==> src/rtl/crop_pkg.sv <==
// Shared FSM type, offset clamp and default frame geometry for the multi-window crop engine.
// YW/XW/FRAME_PIXELS describe the default 100x160 frame; parametrised tops derive their own widths.
package crop_pkg;

    localparam int DEF_IN_ROWS  = 100;
    localparam int DEF_IN_COLS  = 160;
    localparam int DEF_OUT_ROWS = 48;
    localparam int DEF_OUT_COLS = 48;

    localparam int YW           = $clog2(DEF_IN_ROWS);
    localparam int XW           = $clog2(DEF_IN_COLS);
    localparam int FRAME_PIXELS = DEF_IN_ROWS * DEF_IN_COLS;

    typedef enum logic [1:0] {
        ST_IDLE,
        ST_RUN,
        ST_DRAIN,
        ST_DONE
    } fsm_state_t;

    // Keeps a window fully inside the frame by pulling oversized offsets back to the last legal one.
    function automatic int clamp_offset(input int offset, input int max_offset);
        return (offset > max_offset) ? max_offset : offset;
    endfunction

endpackage

==> src/rtl/crop_channel.sv <==
// One output window: window membership test plus a single-entry valid/data register
// that loads on input accept and drains on its own TVALID/TREADY handshake.
module crop_channel #(
    parameter int PIXEL_BIT_WIDTH = 16,
    parameter int OUT_ROWS        = 48,
    parameter int OUT_COLS        = 48,
    parameter int Y_W             = 7,
    parameter int X_W             = 8
) (
    input  logic                       ap_clk,
    input  logic                       ap_rst_n,
    input  logic [Y_W-1:0]             row,
    input  logic [X_W-1:0]             col,
    input  logic [Y_W-1:0]             win_y,
    input  logic [X_W-1:0]             win_x,
    input  logic                       accept,
    input  logic [PIXEL_BIT_WIDTH-1:0] pixel,
    output logic                       stall,
    output logic [PIXEL_BIT_WIDTH-1:0] tdata,
    output logic                       tvalid,
    input  logic                       tready
);

    logic [Y_W-1:0] dy;
    logic [X_W-1:0] dx;
    logic           in_win;
    logic           load;

    // Positions left of / above the window wrap to large values, so one compare per axis suffices.
    assign dy     = row - win_y;
    assign dx     = col - win_x;
    assign in_win = (int'(dy) < OUT_ROWS) && (int'(dx) < OUT_COLS);

    assign load  = accept && in_win;
    assign stall = in_win && tvalid && !tready;

    always_ff @(posedge ap_clk) begin
        if (!ap_rst_n) begin
            tvalid <= 1'b0;
            // NOTE: the pixel register is reset as well so TDATA reads zero straight out of reset.
            tdata  <= '0;
        end else if (load) begin
            tvalid <= 1'b1;
            tdata  <= pixel;
        end else if (tready) begin
            tvalid <= 1'b0;
        end
    end

endmodule

==> src/rtl/multi_crop_stream.sv <==
// Streaming crop engine: reads one raster frame once and fans each pixel out to every
// window containing it; ap_* handshake FSM, raster counters and per-frame offset latch live here.
module multi_crop_stream
    import crop_pkg::*;
#(
    parameter int PIXEL_BIT_WIDTH = 16,
    parameter int IN_ROWS         = DEF_IN_ROWS,
    parameter int IN_COLS         = DEF_IN_COLS,
    parameter int OUT_ROWS        = DEF_OUT_ROWS,
    parameter int OUT_COLS        = DEF_OUT_COLS,
    parameter int NUM_CROPS       = 2
) (
    input  logic                                 ap_clk,
    input  logic                                 ap_rst_n,
    input  logic                                 ap_start,
    output logic                                 ap_done,
    output logic                                 ap_idle,
    output logic                                 ap_ready,
    input  logic [NUM_CROPS*$clog2(IN_ROWS)-1:0] crop_y,
    input  logic [NUM_CROPS*$clog2(IN_COLS)-1:0] crop_x,
    input  logic [PIXEL_BIT_WIDTH-1:0]           crop_input_TDATA,
    input  logic                                 crop_input_TVALID,
    output logic                                 crop_input_TREADY,
    output logic [NUM_CROPS*PIXEL_BIT_WIDTH-1:0] crop_output_TDATA,
    output logic [NUM_CROPS-1:0]                 crop_output_TVALID,
    input  logic [NUM_CROPS-1:0]                 crop_output_TREADY
);

    localparam int Y_W   = $clog2(IN_ROWS);
    localparam int X_W   = $clog2(IN_COLS);
    localparam int MAX_Y = IN_ROWS - OUT_ROWS;
    localparam int MAX_X = IN_COLS - OUT_COLS;

    fsm_state_t           state_q, state_d;
    logic [Y_W-1:0]       row_q;
    logic [X_W-1:0]       col_q;
    logic [Y_W-1:0]       win_y_q [NUM_CROPS];
    logic [X_W-1:0]       win_x_q [NUM_CROPS];
    logic [NUM_CROPS-1:0] stall;
    logic                 accept;
    logic                 last_col;
    logic                 last_pixel;
    logic                 start_frame;

    assign last_col    = (col_q == X_W'(IN_COLS - 1));
    assign last_pixel  = last_col && (row_q == Y_W'(IN_ROWS - 1));
    assign start_frame = (state_q == ST_IDLE) && ap_start;

    // Input is held only while some window wants this pixel and its register cannot take it.
    assign crop_input_TREADY = (state_q == ST_RUN) && !(|stall);
    assign accept            = crop_input_TREADY && crop_input_TVALID;

    assign ap_ready = accept && last_pixel;
    assign ap_idle  = (state_q == ST_IDLE);
    assign ap_done  = (state_q == ST_DONE);

    always_ff @(posedge ap_clk) begin
        // NOTE: all sequential state uses <= so every flop sees pre-edge values regardless of block order.
        if (!ap_rst_n) begin
            state_q <= ST_IDLE;
        end else begin
            state_q <= state_d;
        end
    end

    always_comb begin
        // NOTE: next state defaults to hold before the case so no path leaves it unassigned (no latch).
        state_d = state_q;
        unique case (state_q)
            ST_IDLE:  if (ap_start)              state_d = ST_RUN;
            ST_RUN:   if (accept && last_pixel)  state_d = ST_DRAIN;
            ST_DRAIN: if (~|crop_output_TVALID)  state_d = ST_DONE;
            ST_DONE:                             state_d = ST_IDLE;
            default:                             state_d = ST_IDLE;
        endcase
    end

    always_ff @(posedge ap_clk) begin
        if (!ap_rst_n) begin
            row_q <= '0;
            col_q <= '0;
            // NOTE: the offset latch is plain flops rather than a memory, so clearing it in a loop is fine.
            for (int k = 0; k < NUM_CROPS; k++) begin
                win_y_q[k] <= '0;
                win_x_q[k] <= '0;
            end
        end else if (start_frame) begin
            row_q <= '0;
            col_q <= '0;
            for (int k = 0; k < NUM_CROPS; k++) begin
                win_y_q[k] <= Y_W'(clamp_offset(int'(crop_y[k*Y_W +: Y_W]), MAX_Y));
                win_x_q[k] <= X_W'(clamp_offset(int'(crop_x[k*X_W +: X_W]), MAX_X));
            end
        end else if (accept) begin
            if (last_col) begin
                col_q <= '0;
                row_q <= last_pixel ? '0 : row_q + 1'b1;
            end else begin
                col_q <= col_q + 1'b1;
            end
        end
    end

    for (genvar k = 0; k < NUM_CROPS; k++) begin : g_ch
        crop_channel #(
            .PIXEL_BIT_WIDTH (PIXEL_BIT_WIDTH),
            .OUT_ROWS        (OUT_ROWS),
            .OUT_COLS        (OUT_COLS),
            .Y_W             (Y_W),
            .X_W             (X_W)
        ) u_channel (
            .ap_clk   (ap_clk),
            .ap_rst_n (ap_rst_n),
            .row      (row_q),
            .col      (col_q),
            .win_y    (win_y_q[k]),
            .win_x    (win_x_q[k]),
            .accept   (accept),
            .pixel    (crop_input_TDATA),
            .stall    (stall[k]),
            .tdata    (crop_output_TDATA[k*PIXEL_BIT_WIDTH +: PIXEL_BIT_WIDTH]),
            .tvalid   (crop_output_TVALID[k]),
            .tready   (crop_output_TREADY[k])
        );
    end

endmodule

==> config.mk <==
export PLATFORM = sky130hd
export DESIGN_NAME = multi_crop_stream
export DESIGN_NICKNAME = d
export VERILOG_FILES = /design/src/rtl/crop_pkg.sv /design/src/rtl/crop_channel.sv /design/src/rtl/multi_crop_stream.sv
export SDC_FILE = /design/constraint.sdc
export NUM_CORES = 1
export LEC_CHECK = 0
export ABC_AREA = 1
export BUFFER_PORTS_ARGS = -buffer_cell sky130_fd_sc_hd__buf_2
export CORE_MARGIN = 10
export CORE_UTILIZATION = 35
export DETAILED_ROUTE_END_ITERATION = 6
export GPL_TIMING_DRIVEN = 1
export PLACE_DENSITY_LB_ADDON = 0.2
export SYNTH_ARGS = -nofsm -noshare
export SYNTH_HDL_FRONTEND = slang
export SYNTH_SLANG_ARGS = --single-unit
==> constraint.sdc <==
create_clock -name ap_clk -period 6.8 [get_ports ap_clk]
set_input_delay 1.02 -clock ap_clk [delete_from_list [all_inputs] [get_ports ap_clk]]
set_output_delay 1.02 -clock ap_clk [all_outputs]
set_load 0.01 [all_outputs]
**Word-level counts from Yosys, hierarchy flattened**

Memories as Yosys holds them, arrays and structs flattened.
Cells that the tools add are included.

- Input port bits: 52
- Latch bits: 0
- Bits in read-only memories: 0
- Bits in registers: 51
- Word-level logic and storage cells: 82
- Memory bits (writable): 30
- Output and inout port bits: 38
- Memories: 2

- Multiply operators: 0
- Reduce and logical (&&, ||, !) cells: 24
- Add/subtract/negate cells: 6
- Bitwise gates (word level): 5
- Div/mod/pow operators: 0
- Eq/ne operators: 8
- Mux-type cells: 22
- Shifts and indexed selects: 0
- Order comparisons: 8

Memories:

| memory | depth | width | rd ports | clocked after memory_dff | wr ports | line | RTL |
|---|---|---|---|---|---|---|---|
| win_x_q | 2 | 8 | 2 | 0 | 2 | multi_crop_stream.sv:38 | `logic [X_W-1:0] win_x_q [NUM_CROPS];` |
| win_y_q | 2 | 7 | 2 | 0 | 2 | multi_crop_stream.sv:37 | `logic [Y_W-1:0] win_y_q [NUM_CROPS];` |

Operator list:

| kind | count |
|---|---|
| $mux 8 | 5 |
| $mux 7 | 5 |
| $gt 8x7->1 const B | 2 |
| $lt 8x6->1 const B | 2 |
| $sub 8x8->8 | 2 |
| $gt 7x6->1 const B | 2 |
| $lt 7x6->1 const B | 2 |
| $sub 7x7->7 | 2 |
| $logic_and 1x1->1 | 13 |
| $add 8x1->8 const B | 1 |
| $eq 8x8->1 const B | 1 |
| $mux 1 | 8 |
| $pmux 2 s4 | 1 |
| $add 7x1->7 const B | 1 |
| $eq 7x7->1 const B | 1 |
| $mux 2 | 3 |
| $ne 2x2->1 const B | 3 |
| $reduce_or 2->1 | 3 |
| $eq 2x2->1 const B | 2 |
| $or 1x1->1 | 4 |
| $reduce_bool 2->1 | 2 |
| $logic_not 1->1 | 3 |
| $reduce_and 3->1 | 1 |
| $eq 2x1->1 const B | 1 |
| other kinds (3) | 3 |

**Longest topological paths before layout**

- Depth in word-level cells: 12
- Mapped depth: 21
- Depth with buffers taken out: 20

**Modules after synthesis**

A second synthesis with hierarchy kept.

- Cells, all modules: 830
- Area, all modules: 5477.8 µm²

By module, submodules not included:

| module | cells an instance | instances | area each (µm²) |
|---|---|---|---|
| crop_channel | 286 | 2 | 1612.8 |
| multi_crop_stream | 258 | 1 | 2252.2 |

**Worst setup path before layout**

No wires, ideal clock.

- Kind: input -> register
- Start: input port ap_rst_n
- End: memory win_x_q[0][0] (enable)
- Slack: 3908 ps
- Path buffers: 2
- Stages: 5
- Library setup time: 406 ps
- Arrival time: 2486 ps
- Cells stage by stage: clkbuf_1 inv_1 a21oi_1 inv_1 clkbuf_1

RTL lines:

| element | line | RTL |
|---|---|---|
| start: declaration | multi_crop_stream.sv:14 | `input logic ap_rst_n,` |
| end: declaration | multi_crop_stream.sv:38 |  |

**Worst setup path in the final report**

- Start: register col_q[5]
- End: output port ap_ready

- Word-level cells in the longest chain between the ends: 10
- Elaborated cells between the ends (all ways): 17

Ends and longest elaborated chain:

| element | line | RTL |
|---|---|---|
| start: declaration | multi_crop_stream.sv:36 | `logic [X_W-1:0] col_q;` |
| start signal: assignment | multi_crop_stream.sv:99 | `col_q <= col_q + 1'b1;` |
| $sub 8x8->8 | crop_channel.sv:31 | `assign dx = col - win_x;` |
| $lt 8x6->1 | crop_channel.sv:32 | `assign in_win = (int'(dy) < OUT_ROWS) && (int'(dx) < OUT_COLS);` |
| $logic_and 1x1->1 | crop_channel.sv:32 |  |
| $logic_and 1x1->1 (2 in a row) | crop_channel.sv:35 | `assign stall = in_win && tvalid && !tready;` |
| $reduce_or 2->1 | multi_crop_stream.sv:50 | `assign crop_input_TREADY = (state_q == ST_RUN) && !(\|stall);` |
| $logic_not 1->1 | multi_crop_stream.sv:50 |  |
| $logic_and 1x1->1 | multi_crop_stream.sv:50 |  |
| $logic_and 1x1->1 | multi_crop_stream.sv:51 | `assign accept = crop_input_TREADY && crop_input_TVALID;` |
| $logic_and 1x1->1 (*) | multi_crop_stream.sv:53 | `assign ap_ready = accept && last_pixel;` |
| end: declaration | multi_crop_stream.sv:18 | `output logic ap_ready,` |

Every way passes the cells marked *; elsewhere a longest branch is shown, timed or not.

==> flow_summary.json <==
{
  "cp.arrival_ps": 2470,
  "fin_skew_ps": 5.654,
  "grt_max_degree": 37,
  "wirelength_um": 11940,
  "cts.path.max_buffers": 2,
  "routabilityCongestion": 0.8741,
  "tightest_slew_ps": 793.7,
  "synth_seq_area_share": 0.3996,
  "dieArea_mm2": 0.01883,
  "clk_pin_slew_worst_paths_ps": 60,
  "cts-buffers-inserted": 9,
  "overflow": 0,
  "vias": 4282,
  "cellPowerDensity_mw_per_mm2": 257.1,
  "status": "finished, final reports clean",
  "final_cell_area_mm2": 0.005655,
  "power.total_uw": 1454,
  "cpLargestDelayFamily": "simple AND/OR/NAND/NOR gates",
  "hold_path.class": "reg -> reg",
  "finalCritPeriodShare": 0.5129,
  "finalHoldViolations": 0,
  "synth.avg_cell_area_um2": 7.094,
  "cts_num_sinks": 81,
  "met3_usage": 0.06846,
  "worstSetupEndpointType": "primary output",
  "yosysUniqueCellTypes": 36,
  "clock_latency_ps": 350,
  "final.min_clock_period_ps": 3487,
  "antenna_cells": 0,
  "max_stage_delay_ps": 480,
  "cts_hold_buf": 0,
  "required_ps": 5780,
  "layout-drive-gt1-share": 0.1684,
  "drc": 0,
  "vias_per_cell": 4.517,
  "cts_setup_buffers": 0,
  "cts-root-buf": "clkbuf_16",
  "cts.repair.resized": 0,
  "crit_top_cell": "nand2_1",
  "synthToLayoutAreaGrowth_pct": 17.59,
  "final_common_cell": "nand2_1",
  "grt_pass1_vias": 4366,
  "cp-start-kind": "flop",
  "die-height_um": 137.2,
  "holdWs_ps": 498.4,
  "place_hpwl_um": 9180,
  "placed_area_mm2": 0.005390,
  "report.final.slew_viol_count": 0,
  "port_buffers": 89,
  "busiest_layer": "met2",
  "grt_use_met2": 0.2107,
  "nets": 847,
  "drtPass1Iterations": 4,
  "drv_cap": 0,
  "postRouteAntennaNets": 0,
  "rows": 42,
  "ir_worst_vdd_mv": 0.1459,
  "htreeDepth": 3,
  "relSlewSlack": 0.4694,
  "fin_setup_tns_ps": 0,
  "drt_iter0_drc": 152,
  "cts_tree": "built",
  "yosysWarnings": 0,
  "start_util": 0.3603,
  "dieWidth_um": 137.2,
  "crit_chain": "ha_1 -> nand2_1 -> inv_1 -> a21oi_1 -> nand3b_1 -> nand2_1 -> nand2_1 -> nor2_1 -> nand3_1 -> nand2_1 -> nor2_4 -> nand3_1 -> inv_1 -> buf_2",
  "mostFrequentLayoutCells": "nand2_1 (158), nor2_1 (127), inv_1 (120)",
  "synth-seq-cells": 81,
  "path_class": "reg -> out",
  "netlist_area_mm2": 0.004810,
  "max_freq_ghz": 0.2867,
  "crit_fanout": 7,
  "finalSetupViolCount": 0,
  "timing.critical_path.buf_inv": 3,
  "grtUsageMet1": 0.1495,
  "crit_slowest_cell": "dfxtp_1",
  "track_usage": 0.1337,
  "wl_per_cell_um": 12.59,
  "grt_pass1_wl_um": 19910,
  "core_area_mm2": 0.01335,
  "syn_inst": 678,
  "pin_count": 90,
  "power_leakage_uw": 0.003016,
  "nFillCells": 1386,
  "grt_setup_unrepaired": "no",
  "antenna_found_initial": 1
}
[cells in the mapped netlist]
cell type / number / share of area
nand2_1: 158 / 0.12
nor2_1: 127 / 0.099
inv_1: 120 / 0.094
dfxtp_1: 51 / 0.21
edfxtp_1: 30 / 0.19
ha_1: 28 / 0.073
a21oi_1: 26 / 0.027
nand3_1: 22 / 0.023
o21ai_0: 20 / 0.021
o21ai_1: 19 / 0.020
clkbuf_1: 6 / 0.0047
nand4_1: 6 / 0.0078
xnor2_1: 6 / 0.011
xor2_1: 6 / 0.011
buf_6: 5 / 0.012
inv_2: 5 / 0.0039
nand3b_1: 5 / 0.0078
nor2_2: 4 / 0.0052
nor3_1: 4 / 0.0042
nor4_1: 4 / 0.0052
nand2_2: 3 / 0.0039
nor2_4: 3 / 0.0070
a21oi_2: 2 / 0.0036
a31oi_1: 2 / 0.0026
buf_4: 2 / 0.0031
inv_4: 2 / 0.0026
nor2_8: 2 / 0.0083
or2_2: 2 / 0.0026
a22oi_1: 1 / 0.0016
a31o_2: 1 / 0.0018
buf_2: 1 / 0.0010
clkbuf_2: 1 / 0.0010
conb_1: 1 / 0.00078
nand2_4: 1 / 0.0023
nand2_8: 1 / 0.0042
nor3_2: 1 / 0.0021
[stage by stage]
stage | setup WS, ps | cells | util
after floorplan | 3908 | 681 | -
after global placement | 3737 | 932 | 0.4038
after detailed placement | 3667 | 932 | 0.4038
after CTS | 3280 | 948 | 0.4237
after global routing | 3019 | 948 | 0.4237
final | 3313 | 948 | 0.4237
[worst min-delay path, cell delays in order (launching register included)]
cell,delay [ps]
dfxtp_1,330
o21ai_1,70
nor2_1,70
[state kept, by name (all words and copies together), names as in the netlist]
| name | cells |
|---|---|
| g_ch.u_channel.tdata | 32 |
| win_x_q | 16 |
| win_y_q | 14 |
| col_q | 8 |
| row_q | 7 |
| g_ch.u_channel.tvalid | 2 |
| state_q | 2 |
[layout make-up]
type	instances	area [um^2]	area share
Sequential cell	81	1922	0.3398
Inverter	127	481.7	0.08518
Multi-Input combinational cell	458	2313	0.4091
Tap cell	176	220.2	0.03894
Clock buffer	12	236.5	0.04181
Timing Repair Buffer	90	452.9	0.08009
Clock inverter	4	28.78	0.005088
[path summary, 6_finish.rpt]
check | from | end | slack, ps | depth (start not counted)
setup / recovery | col_q[5] | ap_ready | 3310 | 14
hold / removal | g_ch[0].u_channel.tdata[9] | g_ch[0].u_channel.tdata[9] | 500 | 2
setup reg to reg | col_q[5] | g_ch[0].u_channel.tdata[7] | 4150 | 17
hold reg to reg | g_ch[0].u_channel.tdata[9] | g_ch[0].u_channel.tdata[9] | 500 | 2
[power by group]
group | switching, uW | internal, uW | total [uW]
Combinational | 273 | 142 | 415
Clock | 202 | 248 | 451
Sequential | 22.6 | 565 | 588
Total | 498 | 956 | 1450
[cell families (layout without fill, tap and decap cells)]
| logic type | Yosys count | in the layout | share of synthesized area |
|---|---|---|---|
| AND/OR/NAND/NOR | 343 | 343 | 0.3059 |
| XOR/XNOR | 12 | 12 | 0.02185 |
| other | 1 | 4 | 0.0007797 |
| flip-flops | 81 | 81 | 0.3996 |
| adder cells (fa/ha/maj) | 28 | 28 | 0.07284 |
| AO/OA/AOI/OAI | 71 | 71 | 0.07726 |
| buffers and inverters | 142 | 233 | 0.1217 |
[routing by layer]
layer	wire, um	vias up
met5	14	-
met4	193	2
met3	1064	17
met2	5382	84
met1	5283	1907
li1	-	2272
(Power assumes the default switching activity.)
